[config.mk]
export PLATFORM = sky130hd
export DESIGN_NAME = hazard3_ahb_sram_flat
export DESIGN_NICKNAME = d
export VERILOG_FILES = /design/src/rtl/hazard3_ahb_sram_pkg.sv /design/src/rtl/hazard3_ahb_sram_if.sv /design/src/rtl/hazard3_ahb_excl_monitor.sv /design/src/rtl/hazard3_ahb_sram.sv /design/src/flat_wrapper.sv
export SDC_FILE = /design/constraint.sdc
export NUM_CORES = 1
export LEC_CHECK = 0
export CAP_MARGIN = 5
export CORE_UTILIZATION = 55
export CTS_BUF_LIST = sky130_fd_sc_hd__clkbuf_4
export CTS_CLUSTER_SIZE = 40
export DETAILED_ROUTE_END_ITERATION = 10
export DONT_BUFFER_PORTS = 1
export PLACE_DENSITY = 0.7
export RECOVER_POWER = 50
export SLEW_MARGIN = 20
export SYNTH_ARGS = -nofsm -noshare
export SYNTH_HDL_FRONTEND = slang
export SYNTH_HIERARCHICAL = 1
export SYNTH_SLANG_ARGS = --single-unit
[constraint.sdc]
create_clock -name clk -period 2.6 [get_ports clk]
set_clock_uncertainty 0.2 [all_clocks]
set_input_delay 0.39 -clock clk [delete_from_list [all_inputs] [get_ports clk]]
set_output_delay 0.39 -clock clk [all_outputs]
set_load 0.02 [all_outputs]
[src/rtl/hazard3_ahb_sram_pkg.sv]
// rtl/hazard3_ahb_sram_pkg.sv - AHB transfer codes, error FSM states and byte-lane helpers
package hazard3_ahb_sram_pkg;

    localparam logic [1:0] HTRANS_IDLE   = 2'b00;
    localparam logic [1:0] HTRANS_BUSY   = 2'b01;
    localparam logic [1:0] HTRANS_NONSEQ = 2'b10;
    localparam logic [1:0] HTRANS_SEQ    = 2'b11;

    localparam logic [2:0] HSIZE_BYTE  = 3'd0;
    localparam logic [2:0] HSIZE_HWORD = 3'd1;
    localparam logic [2:0] HSIZE_WORD  = 3'd2;

    typedef enum logic [1:0] {
        ERR_IDLE,
        ERR_CYC1,
        ERR_CYC2
    } err_state_t;

    // Little-endian byte lanes touched by a transfer of the given size and offset
    function automatic logic [3:0] ahb_byte_mask(input logic [2:0] hsize, input logic [1:0] addr);
        case (hsize)
            HSIZE_BYTE:  return 4'b0001 << addr;
            HSIZE_HWORD: return addr[1] ? 4'b1100 : 4'b0011;
            default:     return 4'b1111;
        endcase
    endfunction

    // Oversized or misaligned transfers are answered with an ERROR response
    function automatic logic ahb_xfer_err(input logic [2:0] hsize, input logic [1:0] addr);
        return (hsize > HSIZE_WORD) ||
               (hsize == HSIZE_HWORD && addr[0]) ||
               (hsize == HSIZE_WORD && addr != 2'b00);
    endfunction

endpackage

[src/rtl/hazard3_ahb_sram_if.sv]
// rtl/hazard3_ahb_sram_if.sv - AHB5 subordinate-side bus signals with master/slave views
interface hazard3_ahb_sram_if #(
    parameter int W_ADDR = 32,
    parameter int W_DATA = 32
);
    logic              hsel;
    logic              hready;
    logic [W_ADDR-1:0] haddr;
    logic [1:0]        htrans;
    logic              hwrite;
    logic [2:0]        hsize;
    logic [7:0]        hmaster;
    logic              hexcl;
    logic [W_DATA-1:0] hwdata;
    logic              hreadyout;
    logic              hresp;
    logic              hexokay;
    logic [W_DATA-1:0] hrdata;

    modport master (
        output hsel, hready, haddr, htrans, hwrite, hsize, hmaster, hexcl, hwdata,
        input  hreadyout, hresp, hexokay, hrdata
    );

    modport slave (
        input  hsel, hready, haddr, htrans, hwrite, hsize, hmaster, hexcl, hwdata,
        output hreadyout, hresp, hexokay, hrdata
    );
endinterface

[src/rtl/hazard3_ahb_excl_monitor.sv]
// rtl/hazard3_ahb_excl_monitor.sv - single-reservation exclusive monitor for LR/SC and AMO sequences
module hazard3_ahb_excl_monitor
    import hazard3_ahb_sram_pkg::*;
#(
    parameter int W_SADDR = 12
) (
    input  logic               clk,
    input  logic               rst_n,
    input  logic               i_aph_ok,
    input  logic               i_write,
    input  logic               i_excl,
    input  logic [7:0]         i_master,
    input  logic [W_SADDR-1:0] i_addr,
    output logic               o_excl_pass
);
    logic               r_valid;
    logic [7:0]         r_master;
    logic [W_SADDR-1:0] r_addr;
    logic               w_wr_performed;

    assign o_excl_pass    = r_valid && (r_master == i_master) && (r_addr == i_addr);
    assign w_wr_performed = i_aph_ok && i_write && (!i_excl || o_excl_pass);

    // Exclusive reads claim the reservation; any performed write to the reserved word drops it
    always_ff @(posedge clk) begin
        if (!rst_n) begin
            r_valid  <= 1'b0;
            r_master <= 8'h00;
            r_addr   <= '0;
        end else if (i_aph_ok && !i_write && i_excl) begin
            r_valid  <= 1'b1;
            r_master <= i_master;
            r_addr   <= i_addr;
        end else if (w_wr_performed && (r_addr == i_addr)) begin
            r_valid  <= 1'b0;
        end
    end

endmodule

[src/rtl/hazard3_ahb_sram.sv]
// rtl/hazard3_ahb_sram.sv - zero-wait AHB5 SRAM subordinate with write buffer; HAZARD3_SRAM_EXCL_MONITOR_EN adds exclusive monitor
module hazard3_ahb_sram
    import hazard3_ahb_sram_pkg::*;
#(
    parameter int W_ADDR  = 32,
    parameter int W_DATA  = 32,
    parameter int DEPTH   = 4096,
    localparam int W_SADDR = $clog2(DEPTH)
) (
    input  logic                clk,
    input  logic                rst_n,
    hazard3_ahb_sram_if.slave   ahb,
    output logic [W_SADDR-1:0]  sram_addr,
    output logic                sram_cs,
    output logic                sram_we,
    output logic [3:0]          sram_wbmask,
    output logic [W_DATA-1:0]   sram_wdata,
    input  logic [W_DATA-1:0]   sram_rdata
);
    // Address phase decode
    logic               w_aph;
    logic               w_aph_err;
    logic               w_aph_ok;
    logic               w_rd_aph;
    logic               w_wr_aph;
    logic               w_wr_perform;
    logic               w_excl_pass;
    logic [W_SADDR-1:0] w_aph_addr;
    logic [3:0]         w_aph_mask;
    logic               w_unused;

    assign w_aph      = ahb.hsel && ahb.htrans[1] && ahb.hready;
    assign w_aph_err  = ahb_xfer_err(ahb.hsize, ahb.haddr[1:0]);
    assign w_aph_ok   = w_aph && !w_aph_err;
    assign w_rd_aph   = w_aph_ok && !ahb.hwrite;
    assign w_wr_aph   = w_aph_ok && ahb.hwrite;
    assign w_aph_addr = ahb.haddr[W_SADDR+1:2];
    assign w_aph_mask = ahb_byte_mask(ahb.hsize, ahb.haddr[1:0]);
    assign w_unused   = ^{ahb.haddr[W_ADDR-1:W_SADDR+2], ahb.htrans[0], ahb.hmaster};

`ifdef HAZARD3_SRAM_EXCL_MONITOR_EN
    hazard3_ahb_excl_monitor #(.W_SADDR(W_SADDR)) u_excl_monitor (
        .clk         (clk),
        .rst_n       (rst_n),
        .i_aph_ok    (w_aph_ok),
        .i_write     (ahb.hwrite),
        .i_excl      (ahb.hexcl),
        .i_master    (ahb.hmaster),
        .i_addr      (w_aph_addr),
        .o_excl_pass (w_excl_pass)
    );
    assign w_wr_perform = w_wr_aph && (!ahb.hexcl || w_excl_pass);
`else
    assign w_excl_pass  = 1'b0;
    assign w_wr_perform = w_wr_aph && !ahb.hexcl;
`endif

    // Data phase state; an OKAY data phase always lasts exactly one cycle
    logic               r_dph_read;
    logic               r_dph_write;
    logic               r_hexokay;
    logic [W_SADDR-1:0] r_dph_addr;
    logic [3:0]         r_dph_mask;

    // Capture the accepted address phase for use in the following data phase
    always_ff @(posedge clk) begin
        if (!rst_n) begin
            r_dph_read  <= 1'b0;
            r_dph_write <= 1'b0;
            r_hexokay   <= 1'b0;
            r_dph_addr  <= '0;
            r_dph_mask  <= 4'h0;
        end else begin
            r_dph_read  <= w_rd_aph;
            r_dph_write <= w_wr_perform;
            r_hexokay   <= w_wr_perform && ahb.hexcl && w_excl_pass;
            if (w_aph_ok) begin
                r_dph_addr <= w_aph_addr;
                r_dph_mask <= w_aph_mask;
            end
        end
    end

    // One-entry write buffer: a write dph can only collide with a read aph once in a row,
    // because the cycle carrying its own aph had no read and so drained any older entry
    logic               r_wb_valid;
    logic [W_SADDR-1:0] r_wb_addr;
    logic [3:0]         r_wb_mask;
    logic [W_DATA-1:0]  r_wb_data;
    logic               w_wb_load;
    logic               w_wb_commit;

    assign w_wb_commit = r_wb_valid && !w_rd_aph;
    assign w_wb_load   = r_dph_write && (w_rd_aph || r_wb_valid);

    // Park a write that lost the SRAM port; drain it on the first free cycle
    always_ff @(posedge clk) begin
        if (!rst_n) begin
            r_wb_valid <= 1'b0;
            r_wb_addr  <= '0;
            r_wb_mask  <= 4'h0;
            r_wb_data  <= '0;
        end else if (w_wb_load) begin
            r_wb_valid <= 1'b1;
            r_wb_addr  <= r_dph_addr;
            r_wb_mask  <= r_dph_mask;
            r_wb_data  <= ahb.hwdata;
        end else if (w_wb_commit) begin
            r_wb_valid <= 1'b0;
        end
    end

    // SRAM port arbitration: read aph, then buffer commit, then direct dph write
    always_comb begin
        sram_cs     = 1'b0;
        sram_we     = 1'b0;
        sram_addr   = w_aph_addr;
        sram_wbmask = 4'h0;
        sram_wdata  = ahb.hwdata;
        if (w_rd_aph) begin
            sram_cs     = 1'b1;
        end else if (r_wb_valid) begin
            sram_cs     = 1'b1;
            sram_we     = 1'b1;
            sram_addr   = r_wb_addr;
            sram_wbmask = r_wb_mask;
            sram_wdata  = r_wb_data;
        end else if (r_dph_write) begin
            sram_cs     = 1'b1;
            sram_we     = 1'b1;
            sram_addr   = r_dph_addr;
            sram_wbmask = r_dph_mask;
        end
        if (!rst_n) begin
            sram_cs = 1'b0;
            sram_we = 1'b0;
        end
    end

    // Read data with not-yet-committed buffered bytes merged over the SRAM word
    logic [W_DATA-1:0] w_rdata;
    always_comb begin
        w_rdata = sram_rdata;
        for (int b = 0; b < 4; b++) begin
            if (r_wb_valid && (r_wb_addr == r_dph_addr) && r_wb_mask[b])
                w_rdata[8*b +: 8] = r_wb_data[8*b +: 8];
        end
    end

    assign ahb.hrdata  = r_dph_read ? w_rdata : '0;
    assign ahb.hexokay = r_hexokay;

    // Two-cycle ERROR response sequencer
    err_state_t r_err_state;
    err_state_t w_err_next;
    logic       w_hreadyout;
    logic       w_hresp;

    // State register
    always_ff @(posedge clk) begin
        if (!rst_n) r_err_state <= ERR_IDLE;
        else        r_err_state <= w_err_next;
    end

    // Next state: an errored aph starts the sequence; cycle 2 can accept a new errored aph
    always_comb begin
        w_err_next = r_err_state;
        case (r_err_state)
            ERR_CYC1: w_err_next = ERR_CYC2;
            default:  w_err_next = (w_aph && w_aph_err) ? ERR_CYC1 : ERR_IDLE;
        endcase
    end

    // Response outputs per state
    always_comb begin
        w_hreadyout = 1'b1;
        w_hresp     = 1'b0;
        case (r_err_state)
            ERR_CYC1: begin
                w_hreadyout = 1'b0;
                w_hresp     = 1'b1;
            end
            ERR_CYC2: w_hresp = 1'b1;
            default: ;
        endcase
    end

    assign ahb.hreadyout = w_hreadyout;
    assign ahb.hresp     = w_hresp;

endmodule
[src/flat_wrapper.sv]
// flat-port wrapper written by rule: the top's interface ports become plain ports
module hazard3_ahb_sram_flat import hazard3_ahb_sram_pkg::*;
#(
    parameter int W_ADDR  = 32,
    parameter int W_DATA  = 32,
    parameter int DEPTH   = 4096,
    localparam int W_SADDR = $clog2(DEPTH)
)
  (clk, rst_n, sram_addr, sram_cs, sram_we, sram_wbmask, sram_wdata, sram_rdata, ahb_hsel, ahb_hready, ahb_haddr, ahb_htrans, ahb_hwrite, ahb_hsize, ahb_hmaster, ahb_hexcl, ahb_hwdata, ahb_hreadyout, ahb_hresp, ahb_hexokay, ahb_hrdata);
  hazard3_ahb_sram_if #(.W_ADDR(W_ADDR), .W_DATA(W_DATA)) ahb_i ();
  input  logic clk;
  input  logic rst_n;
  output logic [W_SADDR-1:0] sram_addr;
  output logic sram_cs;
  output logic sram_we;
  output logic [3:0] sram_wbmask;
  output logic [W_DATA-1:0] sram_wdata;
  input  logic [W_DATA-1:0] sram_rdata;
  input wire logic [$bits(ahb_i.hsel)-1:0] ahb_hsel;
  input wire logic [$bits(ahb_i.hready)-1:0] ahb_hready;
  input wire logic [$bits(ahb_i.haddr)-1:0] ahb_haddr;
  input wire logic [$bits(ahb_i.htrans)-1:0] ahb_htrans;
  input wire logic [$bits(ahb_i.hwrite)-1:0] ahb_hwrite;
  input wire logic [$bits(ahb_i.hsize)-1:0] ahb_hsize;
  input wire logic [$bits(ahb_i.hmaster)-1:0] ahb_hmaster;
  input wire logic [$bits(ahb_i.hexcl)-1:0] ahb_hexcl;
  input wire logic [$bits(ahb_i.hwdata)-1:0] ahb_hwdata;
  output wire logic [$bits(ahb_i.hreadyout)-1:0] ahb_hreadyout;
  output wire logic [$bits(ahb_i.hresp)-1:0] ahb_hresp;
  output wire logic [$bits(ahb_i.hexokay)-1:0] ahb_hexokay;
  output wire logic [$bits(ahb_i.hrdata)-1:0] ahb_hrdata;
  assign ahb_i.hsel = ahb_hsel;
  assign ahb_i.hready = ahb_hready;
  assign ahb_i.haddr = ahb_haddr;
  assign ahb_i.htrans = ahb_htrans;
  assign ahb_i.hwrite = ahb_hwrite;
  assign ahb_i.hsize = ahb_hsize;
  assign ahb_i.hmaster = ahb_hmaster;
  assign ahb_i.hexcl = ahb_hexcl;
  assign ahb_i.hwdata = ahb_hwdata;
  assign ahb_hreadyout = ahb_i.hreadyout;
  assign ahb_hresp = ahb_i.hresp;
  assign ahb_hexokay = ahb_i.hexokay;
  assign ahb_hrdata = ahb_i.hrdata;
  hazard3_ahb_sram #(.W_ADDR(W_ADDR), .W_DATA(W_DATA), .DEPTH(DEPTH)) u_core (.clk(clk), .rst_n(rst_n), .ahb(ahb_i), .sram_addr(sram_addr), .sram_cs(sram_cs), .sram_we(sram_we), .sram_wbmask(sram_wbmask), .sram_wdata(sram_wdata), .sram_rdata(sram_rdata));
endmodule
==> impl_metrics.py <==
metrics = {
    "clock_tree": {
        "clk_pin_slew_ns": 0.11,
        "cts_inserted_buffers": 9,
        "clock_tree.root_cell": "clkbuf_4",
        "htree_num_levels": 3,
        "cts_tree": "yes",
        "clk_latency_ns": 0.39,
        "clkSinkCount": 69,
        "cts_max_path_buffers": 2,
    },
    "synthesis": {
        "syn_inst": 519,
        "syn-num-nets": 635,
        "ys_warn_count": 6,
        "synthAdderAreaFrac_pct": 0.288,
        "yosys.cell_types.count": 37,
        "netlist_area_um2": 4340,
        "synth_compound_area_share_pct": 7.09,
        "synth-seq-cells": 69,
        "synth-seq-area-share_pct": 31.8,
        "synth_xor_area_share_pct": 3.11,
        "synth.avg_cell_area_um2": 8.37,
        "synth_mux_area_share_pct": 30.0,
        "synth_top_family_by_area": "multiplexers",
        "synth-simple-area-share_pct": 22.4,
    },
    "global_route": {
        "antenna_found_initial": 0,
        "grt_pass1_wl_mm": 19.2,
        "grt_max_degree": 77,
        "overflow": 0,
        "track_usage_pct": 28.9,
        "grt_pass1_vias": 4093,
    },
    "power_and_ir_drop": {
        "ir_worst_vdd_mv": 0.343,
        "leakage_nw": 2.10,
        "powerDensity_nw_per_um2": 322,
    },
    "critical_path": {
        "cp_data_required_time_ns": 2.01,
        "worstPathMaxFanout": 7,
        "crit_type": "reg -> out",
        "crit_buf_inv": 2,
        "cp_slowest_cell": "dfxtp_4",
        "cp_top_family": "simple AND/OR/NAND/NOR gates",
        "critPathCaptureType": "output port",
        "startpoint_type": "flop",
        "crit_path_frequent_cell": "buf_6",
        "path_cells": "xnor2_4, nand4_4, nor4_4, buf_6, mux2i_4, buf_6",
        "crit_path_max_incr_delay_ns": 0.38,
        "arrival_ns": 2.16,
    },
    "routing": {
        "firstDrtPassIters": 4,
        "num_vias": 4142,
        "avgRoutedWirePerCell_um": 17.4,
        "drc": 0,
        "wirelength_mm": 12.6,
        "first_iter_violations": 151,
        "postRouteAntennaNets": 0,
        "routed_via_density": 5.74,
    },
    "layout": {
        "final_cells": 722,
        "syn2layout_area_growth_pct": 35.2,
        "nFillCells": 545,
        "nets": 732,
        "final_layout_size_suffix_gt1_share_pct": 25.5,
        "antennaDiodeCount": 0,
        "multi_input_area_um2": 2970,
        "post-route-util_pct": 76.4,
        "regArea_um2": 1430,
        "fin_area_um2": 5870,
    },
    "die": {
        "core_area_um2": 7690,
        "die_x_um": 90.9,
        "io-pin-count": 200,
        "fp-row-count": 32,
        "start_util_pct": 56.5,
        "die_area_um2": 8260,
        "dieHeight_um": 90.9,
    },
    "placement": {
        "dp_hpwl_mm": 7.11,
        "portBuffers": 0,
        "place.gp.congestion": 0.779,
        "dp.cells": 632,
        "post_dp_cell_area_um2": 4730,
    },
    "outcome": {
        "violations": "setup timing",
        "status": "finished with violations",
    },
    "sta": {
        "hold_ws_ns": 0.0362,
        "hold_viol": 0,
        "fmaxAchievable_mhz": 364,
        "rsz0062_at_grt": "true",
        "setup_viol": 45,
        "maxSlewViolCount": 0,
        "slew_headroom_pct": 60.8,
        "finalCriticalPeriod_ns": 2.75,
        "worstMarginPinSlew_ns": 0.582,
        "fin_crit_sh_pct": 106,
        "worst_slack_ns": -0.149,
    },
    "run": {
        "maxCapViolations": 0,
    },
    "hold_path": {
        "hp-class": "in -> reg",
    },
}
-- layout make-up --
| cell class | instances | area share (%) |
|---|---|---|
| multi-input combinational | 399 | 50.5 |
| inverter | 10 | 0.639 |
| tap | 102 | 2.17 |
| timing repair buffer | 127 | 20.6 |
| sequential | 69 | 24.3 |
| clock buffer | 11 | 1.41 |
| clock inverter | 4 | 0.277 |
-- flip-flops by register name (all words and copies together), names as in the netlist --
register and flops:
u_core/r_wb_valid 1, u_core/r_wb_data 32, u_core/r_dph_addr 12, u_core/r_dph_mask 4
u_core/r_wb_addr 12, u_core/r_err_state 2, u_core/r_dph_write 1, u_core/r_wb_mask 4
u_core/r_dph_read 1
-- report_power, final --
| group | total (mW) | switching [mW] | leakage [nW] | internal, mW |
|---|---|---|---|---|
| combinational | 0.265 | 0.141 | 1.47 | 0.124 |
| sequential | 1.06 | 0.00602 | 0.570 | 1.05 |
| clock | 0.567 | 0.364 | 0.0592 | 0.203 |
-- what timing repair did --
item | CTS | global route
buffers inserted | 4 | 2
hold endpoints to repair | 65 | 0
hold buffers | 70 | 0
cloned | 0 | 0
gates resized for setup | 35 | 37
endpoints found under the setup margin | 32 | 51
pin swaps | 10 | 12
-- layer usage --
| layer | up-vias | GRT usage [%] | wire (µm) |
|---|---|---|---|
| li1 | 1962 | - | - |
| met2 | 159 | 53.3 | 6530 |
| met5 | - | 0 | 0 |
| met4 | 0 | 12.2 | 376 |
| met1 | 1993 | 31.9 | 4910 |
| met3 | 28 | 5.98 | 734 |
-- stage by stage --
| step | TNS, ns | setup slack (ns) | total power [mW] |
|---|---|---|---|
| after floorplan | 0 | 0.187 | 1.25 |
| after detailed placement | 0 | 0.201 | 1.25 |
| after CTS | -2.05 | -0.133 | 1.90 |
| after global routing | -7.69 | -0.276 | 1.97 |
| final | -2.50 | -0.149 | 1.89 |
| after global placement | 0 | 0.243 | 1.25 |
-- cell usage in the layout, fill, tap and decap left out, drive strengths merged, types with 2 or more instances in the layout --
cell type	instances
a221oi	4
o2bb2ai	10
a22oi	10
nand3b	2
nor3	4
nand4	2
nand3	6
clkbuf	13
nand2	167
nor4	7
dlygate4sd3	69
o21ai	5
inv	10
nor3b	2
clkinv	4
buf	56
mux2i	94
xnor2	12
nor2	25
a211o	2
dfxtp	69
mux2	32
a21oi	8
-- Yosys cell counts (all sizes together) --
| master | count | area (µm²) |
|---|---|---|
| o22ai | 1 | 6.26 |
| nand3b | 2 | 15.0 |
| xnor2 | 12 | 135 |
| o211a | 1 | 10.0 |
| nand4 | 2 | 42.5 |
| mux2 | 32 | 360 |
| a221oi | 4 | 35.0 |
| clkbuf | 27 | 101 |
| and4b | 1 | 10.0 |
| o2bb2ai | 10 | 87.6 |
| a22oi | 10 | 75.1 |
| o21ai | 5 | 25.0 |
| ha | 1 | 12.5 |
| nor3b | 2 | 15.0 |
| inv | 10 | 37.5 |
| buf | 14 | 90.1 |
| nor3 | 4 | 25.0 |
| o21a | 1 | 7.51 |
| dfxtp | 69 | 1380 |
| nor2 | 25 | 93.8 |
| nand3 | 6 | 35.0 |
| mux2i | 94 | 941 |
| a21oi | 8 | 43.8 |
| nor4 | 7 | 104 |
| nor2b | 1 | 6.26 |
| conb | 1 | 3.75 |
| a211o | 2 | 17.5 |
| nand2 | 167 | 627 |
-- worst paths after layout --
check                             from                    to  slack (ns)  cells after the start
setup reg to reg    u_core/r_dph_write  u_core/r_wb_data[19]        0.56                      5
hold reg to reg   u_core/r_wb_data[27]  u_core/r_wb_data[27]        0.28                      2
hold / removal            ahb_haddr[1]  u_core/r_dph_mask[2]        0.04                      2
setup / recovery   u_core/r_wb_addr[8]        ahb_hrdata[16]       -0.15                      6
-- cells by family (layout without fill, tap and decap cells) --
group	count (synthesis)	count (layout)
xor gates and xnor gates	12	12
other	1	1
muxes	126	126
DFF	69	69
and+or+nand+nor	217	217
AOI/OAI and AO/OA	42	42
buffers and inverters	51	152
adders and majority gates	1	1
(Power assumes the default switching activity.)
